$ cat config.mk
export PLATFORM = sky130hd
export DESIGN_NAME = iter_divider
export DESIGN_NICKNAME = d
export VERILOG_FILES = /design/src/rtl/div_pkg.sv /design/src/rtl/cla_subtractor.sv /design/src/rtl/iter_divider.sv
export SDC_FILE = /design/constraint.sdc
export NUM_CORES = 1
export LEC_CHECK = 0
export ABC_AREA = 0
export CORE_MARGIN = 1
export CORE_UTILIZATION = 29
export CTS_CLUSTER_DIAMETER = 40
export DETAILED_ROUTE_END_ITERATION = 8
export GPL_TIMING_DRIVEN = 0
export PLACE_DENSITY = 0.55
export SYNTH_ARGS = -nofsm -noshare
export SYNTH_HDL_FRONTEND = slang
export SYNTH_SLANG_ARGS = --single-unit
$ cat constraint.sdc
create_clock -name clock -period 3.05 [get_ports clock]
set_input_delay 0.61 -clock clock [delete_from_list [all_inputs] [get_ports clock]]
set_output_delay 0.61 -clock clock [all_outputs]
set_load 0.05 [all_outputs]
$ cat src/rtl/div_pkg.sv
// Shared definitions for the iterative signed divider: FSM state encoding
// and the default operand width.
package div_pkg;

    typedef enum logic [1:0] {
        IDLE = 2'd0,
        CALC = 2'd1,
        FIX  = 2'd2,
        DONE = 2'd3
    } state_t;

    localparam int DEF_WIDTH = 32;

endpackage

$ cat src/rtl/cla_subtractor.sv
// N-bit subtractor a - b built as a + ~b + 1 with a parallel-prefix
// (Kogge-Stone) carry lookahead network. borrow is high when a < b.
module cla_subtractor #(
    parameter int N = 33
) (
    input  logic [N-1:0] a,
    input  logic [N-1:0] b,
    output logic [N-1:0] diff,
    output logic         borrow
);
    localparam int L = $clog2(N);

    logic [N-1:0] p;
    logic [N-1:0] g;
    logic [N-1:0] gc;   // group generate from bit 0 (with carry-in) up to bit i

    assign p = a ^ ~b;
    assign g = a & ~b;

    // Prefix tree: the constant carry-in of 1 is folded into bit 0's generate.
    always_comb begin
        logic [N-1:0] gv, pv, gn, pn;
        gv    = g;
        gv[0] = g[0] | p[0];
        pv    = p;
        for (int s = 0; s < L; s++) begin
            gn = gv;
            pn = pv;
            for (int i = 0; i < N; i++) begin
                if (i >= (1 << s)) begin
                    gn[i] = gv[i] | (pv[i] & gv[i - (1 << s)]);
                    pn[i] = pv[i] & pv[i - (1 << s)];
                end
            end
            gv = gn;
            pv = pn;
        end
        gc = gv;
    end

    assign diff   = p ^ {gc[N-2:0], 1'b1};
    assign borrow = ~gc[N-1];

endmodule

$ cat src/rtl/iter_divider.sv
// Iterative restoring signed divider, one quotient bit per clock, MSB first.
// Magnitudes are divided, then the FIX state restores the signs (quotient
// truncated toward zero, remainder takes the dividend's sign).
// Optional: define ITER_DIVIDER_REMAINDER_EN to expose the remainder port.
module iter_divider
    import div_pkg::*;
#(
    parameter int WIDTH = DEF_WIDTH
) (
    input  logic             clock,
    input  logic             resetn,
    input  logic             start,
    input  logic [WIDTH-1:0] dividend,
    input  logic [WIDTH-1:0] divisor,
    output logic             busy,
    output logic             result_rdy,
    output logic [WIDTH-1:0] quotient,
`ifdef ITER_DIVIDER_REMAINDER_EN
    output logic [WIDTH-1:0] remainder,
`endif
    output logic             exception
);
    localparam int               CW       = $clog2(WIDTH + 1);
    localparam logic [CW-1:0]    CNT_INIT = CW'(WIDTH);
    localparam logic [WIDTH-1:0] MOST_NEG = {1'b1, {(WIDTH-1){1'b0}}};

    state_t           state_q, state_d;
    logic [WIDTH-1:0] quo_q, quo_d;     // holds |dividend| and shifts quotient bits in
    logic [WIDTH-1:0] rem_q, rem_d;
    logic [WIDTH-1:0] dvs_q, dvs_d;     // |divisor|
    logic [CW-1:0]    cnt_q, cnt_d;
    logic             qneg_q, qneg_d;
    logic             rneg_q, rneg_d;
    logic             exc_q, exc_d;
    logic             accept;

    logic [WIDTH:0]   trial_a;
    logic [WIDTH:0]   trial_diff;
    logic             trial_borrow;
    logic             unused_diff_msb;

    // Shifted partial remainder is one bit wider than the operands so the
    // bit shifted out of rem_q is not lost before the compare.
    assign trial_a = {rem_q, quo_q[WIDTH-1]};

    cla_subtractor #(.N(WIDTH + 1)) u_sub (
        .a      (trial_a),
        .b      ({1'b0, dvs_q}),
        .diff   (trial_diff),
        .borrow (trial_borrow)
    );

    // Remainder after a successful subtract is always below the divisor.
    assign unused_diff_msb = trial_diff[WIDTH];

    // Next-state and datapath update; a fresh start overrides IDLE/DONE.
    always_comb begin
        state_d = state_q;
        quo_d   = quo_q;
        rem_d   = rem_q;
        dvs_d   = dvs_q;
        cnt_d   = cnt_q;
        qneg_d  = qneg_q;
        rneg_d  = rneg_q;
        exc_d   = exc_q;
        accept  = start && (state_q == IDLE || state_q == DONE);

        case (state_q)
            CALC: begin
                if (trial_borrow) begin
                    rem_d = trial_a[WIDTH-1:0];
                end else begin
                    rem_d = trial_diff[WIDTH-1:0];
                end
                quo_d   = {quo_q[WIDTH-2:0], ~trial_borrow};
                cnt_d   = cnt_q - 1'b1;
                state_d = (cnt_d == '0) ? FIX : CALC;
            end
            FIX: begin
                if (qneg_q) quo_d = ~quo_q + 1'b1;
                if (rneg_q) rem_d = ~rem_q + 1'b1;
                state_d = DONE;
            end
            DONE:    state_d = IDLE;
            default: state_d = state_q;
        endcase

        if (accept) begin
            rem_d = '0;
            if (divisor == '0) begin
                quo_d   = '0;
                dvs_d   = '0;
                cnt_d   = '0;
                qneg_d  = 1'b0;
                rneg_d  = 1'b0;
                exc_d   = 1'b1;
                state_d = DONE;
            end else begin
                quo_d   = dividend[WIDTH-1] ? (~dividend + 1'b1) : dividend;
                dvs_d   = divisor[WIDTH-1]  ? (~divisor + 1'b1)  : divisor;
                cnt_d   = CNT_INIT;
                qneg_d  = dividend[WIDTH-1] ^ divisor[WIDTH-1];
                rneg_d  = dividend[WIDTH-1];
                // MOST_NEG / -1 falls out of the magnitude path unchanged; only flag it.
                exc_d   = (dividend == MOST_NEG) && (divisor == '1);
                state_d = CALC;
            end
        end
    end

    // FSM state register.
    always_ff @(posedge clock or negedge resetn) begin
        if (!resetn) state_q <= IDLE;
        else         state_q <= state_d;
    end

    // Datapath registers; reset discards any operation in flight.
    always_ff @(posedge clock or negedge resetn) begin
        if (!resetn) begin
            quo_q  <= '0;
            rem_q  <= '0;
            dvs_q  <= '0;
            cnt_q  <= '0;
            qneg_q <= 1'b0;
            rneg_q <= 1'b0;
            exc_q  <= 1'b0;
        end else begin
            quo_q  <= quo_d;
            rem_q  <= rem_d;
            dvs_q  <= dvs_d;
            cnt_q  <= cnt_d;
            qneg_q <= qneg_d;
            rneg_q <= rneg_d;
            exc_q  <= exc_d;
        end
    end

    assign busy       = (state_q == CALC) || (state_q == FIX);
    assign result_rdy = (state_q == DONE);
    assign quotient   = quo_q;
    assign exception  = exc_q;
`ifdef ITER_DIVIDER_REMAINDER_EN
    assign remainder  = rem_q;
`endif

endmodule

### Word-level counts from Yosys, hierarchy flattened

Index checks and enable logic that the tools add are counted.

* register bits: 107
* input bits: 67
* output and inout bits: 35
* word-level logic and storage cells: 422

* add/sub/neg operators: 5
* equal/unequal tests: 7
* muxes and demuxes: 21
* bitwise logic cells: 369
* reductions and logical operators: 12

Operators with widths (count)
* 32-bit 2-to-1 mux: 9
* 1-bit bitwise AND: 229
* 1-bit bitwise OR: 131
* 32-bit by 1-bit adder with 32-bit output, second input constant: 4
* 32-bit inverter: 4
* 32-bit one-hot mux with 2 select lines: 2
* 32-bit == test, second input constant: 2
* 33-bit bitwise AND: 1
* 32-bit inverter with 33-bit output: 1
* 33-bit bitwise XOR: 1
* 32-bit logical NOT: 1
* 32-bit bitwise XOR: 1
* 6-bit 2-to-1 mux: 3
* 6-bit logical NOT: 1
* 2-bit 2-to-1 mux: 3
* 3-bit inequality test, second input constant: 2
* 2-bit one-hot mux with 3 select lines: 1
* 6-bit by 1-bit subtractor with 6-bit output, second input constant: 1
* 2-bit == test, second input constant: 2
* 2-bit AND reduction: 2
* 4-bit nonzero test: 1
* 1-bit 2-to-1 mux: 3
* 3-bit nonzero test: 1
* 2-bit by 1-bit == test with 1-bit output, second input constant: 1
* 5 further kinds: 7

### Logic depth before layout (Yosys ltp)

* depth in word-level cells: 16
* depth in mapped cells: 13
* gate-level depth less buffers: 12

### Modules after synthesis

A second synthesis with hierarchy kept.

* cells, all modules: 1309
* area, all modules: 10400.0 µm²

By module, submodules not included
* iter_divider: instances 1, cells an instance 1023, area each 8454.4 µm², sequential area each 2677.6 µm²
* cla_subtractor: instances 1, cells an instance 286, area each 1945.6 µm², sequential area each 0.0 µm²

### Worst setup path after synthesis

OpenSTA, ideal clock, no wires.

* kind: register -> register
* start: register quo_q[31], in the netlist quotient[31]
* end: register rem_q[30]
* setup time: 135 ps
* data arrival time: 3388 ps
* required time: 2915 ps
* path slack: -473 ps
* stages on the path, launching flop included: 13
* path buffers: 0
* clock period less this slack: 3523 ps
* path through: dfrtp_1 inv_1 ha_1 fa_1 nor2b_1 o2111ai_1 a2111oi_1 o31ai_1 a2111oi_0 nor2_1 a31oi_1 xnor2_1 o211ai_1

* word-level cells in the longest chain between the ends: 14
* elaborated cells between the ends (all ways): 17
* those cells by class: 3 x mux; 14 x bitwise

RTL lines
* from (decl): line iter_divider.sv:28 `logic [WIDTH-1:0] quo_q, quo_d;`
* from (signal assigned): line iter_divider.sv:128 `quo_q <= quo_d;`
* 33-bit bitwise AND or 33-bit bitwise XOR (tied branches): line cla_subtractor.sv:18, cla_subtractor.sv:17
* 1-bit bitwise OR *: line cla_subtractor.sv:24 `gv[0] = g[0] | p[0];`
* 1-bit bitwise AND: line cla_subtractor.sv:31 `gn[i] = gv[i] | (pv[i] & gv[i - (1 << s)]);`
* 1-bit bitwise OR: line cla_subtractor.sv:31
* 1-bit bitwise AND: line cla_subtractor.sv:31
* 1-bit bitwise OR: line cla_subtractor.sv:31
* 1-bit bitwise AND: line cla_subtractor.sv:31
* 1-bit bitwise OR: line cla_subtractor.sv:31
* 1-bit bitwise AND: line cla_subtractor.sv:31
* 1-bit bitwise OR: line cla_subtractor.sv:31
* 32-bit bitwise XOR: line cla_subtractor.sv:41 `assign diff = p ^ {gc[N-2:0], 1'b1};`
* 32-bit 2-to-1 mux *: line iter_divider.sv:70 `if (trial_borrow) begin`
* 32-bit one-hot mux with 2 select lines *: line iter_divider.sv:68 `case (state_q)`
* 32-bit 2-to-1 mux *: line iter_divider.sv:88 `if (accept) begin`
* to (signal assigned): line iter_divider.sv:129 `rem_q <= rem_d;`
* to (decl): line iter_divider.sv:29 `logic [WIDTH-1:0] rem_q, rem_d;`

Every way passes the cells marked *; elsewhere a longest branch is shown, timed or not.
A chain may end at the register's enable or synchronous reset.

### Final worst setup path

* start: register rem_q[0]
* end: register rem_q[21]

* word-level cells in the longest chain between the ends: 15
* elaborated cells between the ends (all ways): 30
* those cells by class: 1 x add/sub; 4 x mux; 25 x bitwise

RTL lines
* 33-bit bitwise AND: line cla_subtractor.sv:18 `assign g = a & ~b;`
* 1-bit bitwise AND: line cla_subtractor.sv:31
* 1-bit bitwise OR: line cla_subtractor.sv:31
* 1-bit bitwise AND: line cla_subtractor.sv:31
* 1-bit bitwise OR: line cla_subtractor.sv:31
* 1-bit bitwise AND: line cla_subtractor.sv:31
* 1-bit bitwise OR: line cla_subtractor.sv:31
* 1-bit bitwise AND: line cla_subtractor.sv:31
* 1-bit bitwise OR: line cla_subtractor.sv:31
* 1-bit bitwise AND: line cla_subtractor.sv:31
* 1-bit bitwise OR (2 in a row): line cla_subtractor.sv:31
* 32-bit 2-to-1 mux: line iter_divider.sv:70
* 32-bit one-hot mux with 2 select lines *: line iter_divider.sv:68
* 32-bit 2-to-1 mux *: line iter_divider.sv:88

Every way passes the cells marked *; elsewhere a longest branch is shown, timed or not. The select of a mux whose other input is x is not followed.

==> results.md <==
Die:
- The number of placement rows is 66.
- After floorplanning, the core was sized to cover around 33000 µm².
- During I/O placement, the number of pins put on the boundary was 102.
- The floorplan die width is 184.0 µm.
- The die covers approximately 34000 µm².
- For this configuration, the core starts out at a cell density of 29.52%.
- The die boundary height is around 180 µm.

Placement:
- The congestion estimate from routability-driven global placement came to 0.8891.
- The HPWL after detailed placement is between 20000 and 30000 µm.
- At the placement stage, the worst setup path has a slack of -1198 ps.
- The post-detailed-placement cell area is 11230 µm².
- The port buffer count is 100.
- Counting tap cells, the placed design contains a total of 1734 instances.

CTS:
- The level count of the clock H-tree is 3.
- The number of sinks on the clock net is 107.
- The number of buffers on the longest clock path is 2.
- The clock insertion delay at the later pin of the skew report is 370 ps.
- The tree is rooted in a sky130_fd_sc_hd__clkbuf_16.
- The clock-pin slew of the registers on the worst-case setup and hold paths is 80 ps.
- The number of clock buffers added by TritonCTS is 9.
- The clock tree from TritonCTS is done.

Timing:
- The final max-slew violation count came to 0.
- Setup repair after global routing could not meet its margin everywhere.
- The worst slack on hold paths is roughly 95 ps.
- The fmax is 321.7 MHz.
- The setup TNS is -125.2 ps.
- The routed design could run at a clock period as short as 3108 ps.
- For the pin with the worst max-slew slack, the measured transition is 867.3 ps.
- The final cycle utilization of the critical path is 101.9%.
- The worst-case setup margin in the final layout is -58.31 ps.
- The final worst clock skew is between 10 and 15 ps.
- Measured against its own limit, the worst slew margin works out to 42.18%.
- Setup violations remaining at the end of the flow were counted as 4.
- The final-report hold violation count was 0.

Logic synthesis:
- The netlist area before placement is 9605 µm².
- After synthesis, the mean cell area works out to 8.065 µm².
- In the synthesized netlist the async set-or-reset flop fraction comes to 100.0%.
- The count of distinct cell types in the synthesized netlist is a little under 80.
- The adder and majority gate portion of the synthesized area is 5.679%.
- Measured against the total synthesized area, the mux share comes to 2.149%.
- The cell count after synthesis is 1191.
- The number of nets handed over by synthesis was 1301.
- The synthesized netlist devotes 29.48% of its cell area to compound gates.
- The combinational family with the most area after synthesis is compound AO/OA/AOI/OAI gates.
- Counting flops with a built-in enable in the synthesized netlist gives 0.
- The simple-gate share of the synthesized area is 20.46%.
- The portion of the post-synthesis area used by sequential elements is 27.88%.
- For this run, the number of Yosys warnings is 0.
- The count of state elements after synthesis is roughly 110.
- The post-synthesis xor/xnor area fraction is 8.845%.
- The dominant synthesized flop cell is sky130_fd_sc_hd__dfrtp_1.

Worst setup path:
- On the critical path the largest part of the delay comes from compound AO/OA/AOI/OAI gates.
- The terminus of the critical flop-to-flop path is rem_q[21].
- Data on the critical path is required at its endpoint by around 3300 ps.
- Walking the worst path, the cells encountered are ha_4 -> nor2b_4 -> o31a_1 -> o21ai_2 -> or3_4 -> a21o_1 -> a311o_2 -> a21oi_4 -> buf_6 -> buf_8 -> nor3_2 -> o31ai_1.
- For the worst setup path, the data arrival time is 3370 ps.
- Among all stages on the critical path, the largest delay is contributed by sky130_fd_sc_hd__a311o_2.
- The category of the worst setup path capture point is a flop.
- The number of buffer and inverter instances along the worst setup path is 2.
- For the worst flop-to-flop path, the logic depth is 12.
- The source of the worst register-to-register timing path is rem_q[0].
- The largest single stage delay on the critical path is 470 ps.
- The critical path in this run is classified as flop to flop.
- The flop-to-flop setup slack is -60 ps.
- The largest fanout on the critical path is 5.
- The kind of launch point of the worst setup path is a flop.

Final layout:
- The antenna diode instance count is 0.
- Compared with the post-synthesis result, the final layout area differs by 34.53%.
- For this run, the number of standard cells in the final layout without fillers is 1804.
- Of the cells placed in the final design, the portion with a size suffix greater than 1 is 19.02%.
- The final layout net count is 1469.
- After routing the design area is 12920 µm².

Pwr:
- Across the VDD grid, the largest voltage drop is 0.6225 mV.
- Power spread over the standard cell area amounts to 1325 nW/µm².
- The analysis attributes to cell leakage a power of 0.005079 µW.

Min path:
- The min-delay analysis places its worst path in the category input port to async pin.

Drt:
- The total DRC errors in the routed layout is 0.
- The count of nets left with antenna violations once routing finished came out at 0.
- The routed via count divided by cell count is 5.769.
- The detailed router's first-iteration violation count is 956.
- Summed over all layers, the routed wires come to 37480 µm.
- Dividing the detail-routed wire length by the instance count gives 20.77 µm.
- Summing over every cut layer, the via total after detailed routing is between 10000 and 15000.
- The detailed-router iteration count before antenna repair is 7.

Flow run:
- The number of violations of the max-capacitance limit is 0.

Outcome:
- The flow ran to the end, but the final reports show violations.
- The final reports fail on negative setup slack.

GRT:
- The total routing resource utilization after global routing is 21.76%.
- The number of antenna violations at the first check in global routing is 0.
- The maximum number of pins on one net before global-route repair is 85.
- For this run the aggregate overflow at the end of global routing stands at 0.
- The number of global-route vias before repair came to 9657.
- The global-route wire length before repair is between 50000 and 60000 µm.
-- cell families after synthesis --
family	count (synthesis)
compound gates	412
simple gates	376
buf+inv	136
flops	107
xor+xnor	97
fa+ha+maj	43
mux	20
-- timing repair --
item / 4_1_cts / 5_1_grt
setup buffers: 29 / 27
cloned: 1 / 4
hold buffers: 0 / 0
pin swaps: 32 / 45
setup endpoints to repair: 100 / 89
gates resized for setup: 142 / 121
-- area by class of cell --
cell class / instances / area [µm²]
plain buffers: 67 / 405.4
clock buffers: 10 / 229.0
clock inverters: 4 / 76.32
fillers: 3348 / 19610
inverters: 64 / 240.2
multi-input cells: 948 / 7143
flip-flops and latches: 107 / 2696
well taps: 442 / 553.0
repair buffers: 162 / 1579
-- cell usage after synthesis, types with 5 or more instances --
master / count / area [µm²]
sky130_fd_sc_hd__nand2b_1: 12 / 75.07
sky130_fd_sc_hd__nand2_1: 106 / 397.9
sky130_fd_sc_hd__xor2_1: 65 / 569.3
sky130_fd_sc_hd__dfrtp_1: 107 / 2678
sky130_fd_sc_hd__nor2b_1: 10 / 62.56
sky130_fd_sc_hd__o21a_1: 23 / 172.7
sky130_fd_sc_hd__ha_1: 42 / 525.5
sky130_fd_sc_hd__a211oi_1: 9 / 67.56
sky130_fd_sc_hd__o31ai_1: 25 / 187.7
sky130_fd_sc_hd__o221ai_1: 22 / 192.7
sky130_fd_sc_hd__buf_2: 8 / 40.04
sky130_fd_sc_hd__nor2_1: 59 / 221.5
sky130_fd_sc_hd__a22o_1: 12 / 105.1
sky130_fd_sc_hd__o22ai_1: 32 / 200.2
sky130_fd_sc_hd__xnor2_1: 32 / 280.3
sky130_fd_sc_hd__nor3b_1: 6 / 45.04
sky130_fd_sc_hd__nand3b_1: 13 / 97.59
sky130_fd_sc_hd__mux2_2: 5 / 56.30
sky130_fd_sc_hd__mux2i_1: 15 / 150.1
sky130_fd_sc_hd__o41ai_1: 18 / 157.7
sky130_fd_sc_hd__a21o_1: 20 / 150.1
sky130_fd_sc_hd__o211ai_1: 17 / 127.6
sky130_fd_sc_hd__buf_1: 8 / 30.03
sky130_fd_sc_hd__clkbuf_1: 54 / 202.7
sky130_fd_sc_hd__o21ai_0: 74 / 370.4
sky130_fd_sc_hd__nand3_1: 23 / 115.1
sky130_fd_sc_hd__a31o_2: 6 / 52.55
sky130_fd_sc_hd__o311ai_1: 5 / 43.79
sky130_fd_sc_hd__a21oi_1: 72 / 360.4
sky130_fd_sc_hd__or4_1: 11 / 82.58
sky130_fd_sc_hd__o21ai_1: 5 / 25.02
sky130_fd_sc_hd__or3_1: 22 / 137.6
sky130_fd_sc_hd__and3_1: 5 / 31.28
sky130_fd_sc_hd__a22oi_1: 21 / 157.7
sky130_fd_sc_hd__nor3_1: 42 / 210.2
sky130_fd_sc_hd__nand4_1: 29 / 181.4
sky130_fd_sc_hd__nor4_1: 13 / 81.33
sky130_fd_sc_hd__a31oi_1: 13 / 81.33
sky130_fd_sc_hd__inv_1: 64 / 240.2
-- layout by cell type (no fill, tap or decap), types with 13 or more instances in the layout --
cell and count:
sky130_fd_sc_hd__a22oi_1 21, sky130_fd_sc_hd__o31ai_1 18, sky130_fd_sc_hd__o21a_1 23, sky130_fd_sc_hd__inv_1 62, sky130_fd_sc_hd__o22ai_1 32, sky130_fd_sc_hd__a21o_1 18
sky130_fd_sc_hd__clkbuf_16 13, sky130_fd_sc_hd__nand3b_1 13, sky130_fd_sc_hd__nor2_1 52, sky130_fd_sc_hd__clkbuf_1 29, sky130_fd_sc_hd__a21oi_1 67, sky130_fd_sc_hd__nand4_1 29
sky130_fd_sc_hd__clkdlybuf4s50_1 75, sky130_fd_sc_hd__mux2i_1 15, sky130_fd_sc_hd__nand3_1 22, sky130_fd_sc_hd__ha_1 31, sky130_fd_sc_hd__xor2_1 65, sky130_fd_sc_hd__clkbuf_2 19
sky130_fd_sc_hd__buf_4 56, sky130_fd_sc_hd__o21ai_0 70, sky130_fd_sc_hd__o41ai_1 14, sky130_fd_sc_hd__xnor2_1 31, sky130_fd_sc_hd__or3_1 15, sky130_fd_sc_hd__nand2_1 101
sky130_fd_sc_hd__dfrtp_1 92, sky130_fd_sc_hd__o221ai_1 22, sky130_fd_sc_hd__nor3_1 32, sky130_fd_sc_hd__o211ai_1 17, sky130_fd_sc_hd__dfrtp_2 15
-- worst max path at each step --
stage / startpoint / endpoint / slack [ps] / depth (start not counted)
finish: rem_q[0] / rem_q[21] / -60 / 12
CTS: dvs_q[0] / rem_q[30] / -30 / 12
detailed placement: divisor[2] / cnt_q[5] / -1200 / 10
global route: rem_q[0] / rem_q[7] / -90 / 12
floorplan: quotient[31] / rem_q[10] / 4 / 12
global placement: resetn / quotient[31] / -3800 / 1
-- where the power goes --
part,internal (µW),switching [µW],total (µW)
logic,5180,7450,12600
registers,2190,996,3180
clock network,717,595,1310
-- metrics by stage --
stage	total power, µW	util [%]
floorplan	10390	-
global placement	13500	34.41
detailed placement	13610	34.50
CTS	15700	37.51
global route	18230	39.72
finish	17130	39.72
-- metal layers --
layer	global-route usage, %	part of all wire, %	vias to the layer above
met5	0	0	-
met4	9.300	3.1	0
met3	2.892	6.5	75
met2	33.39	45	396
met1	30.39	45	5091
li1	-	-	4846
-- flip-flops by register name, indices dropped and copies added (netlist names) --
| name | flops |
|---|---|
| cnt_q | 6 |
| dvs_q | 32 |
| exception | 1 |
| qneg_q | 1 |
| quotient | 32 |
| rem_q | 32 |
| rneg_q | 1 |
| state_q | 2 |
Note: power is estimated with default switching activity, not from simulation.
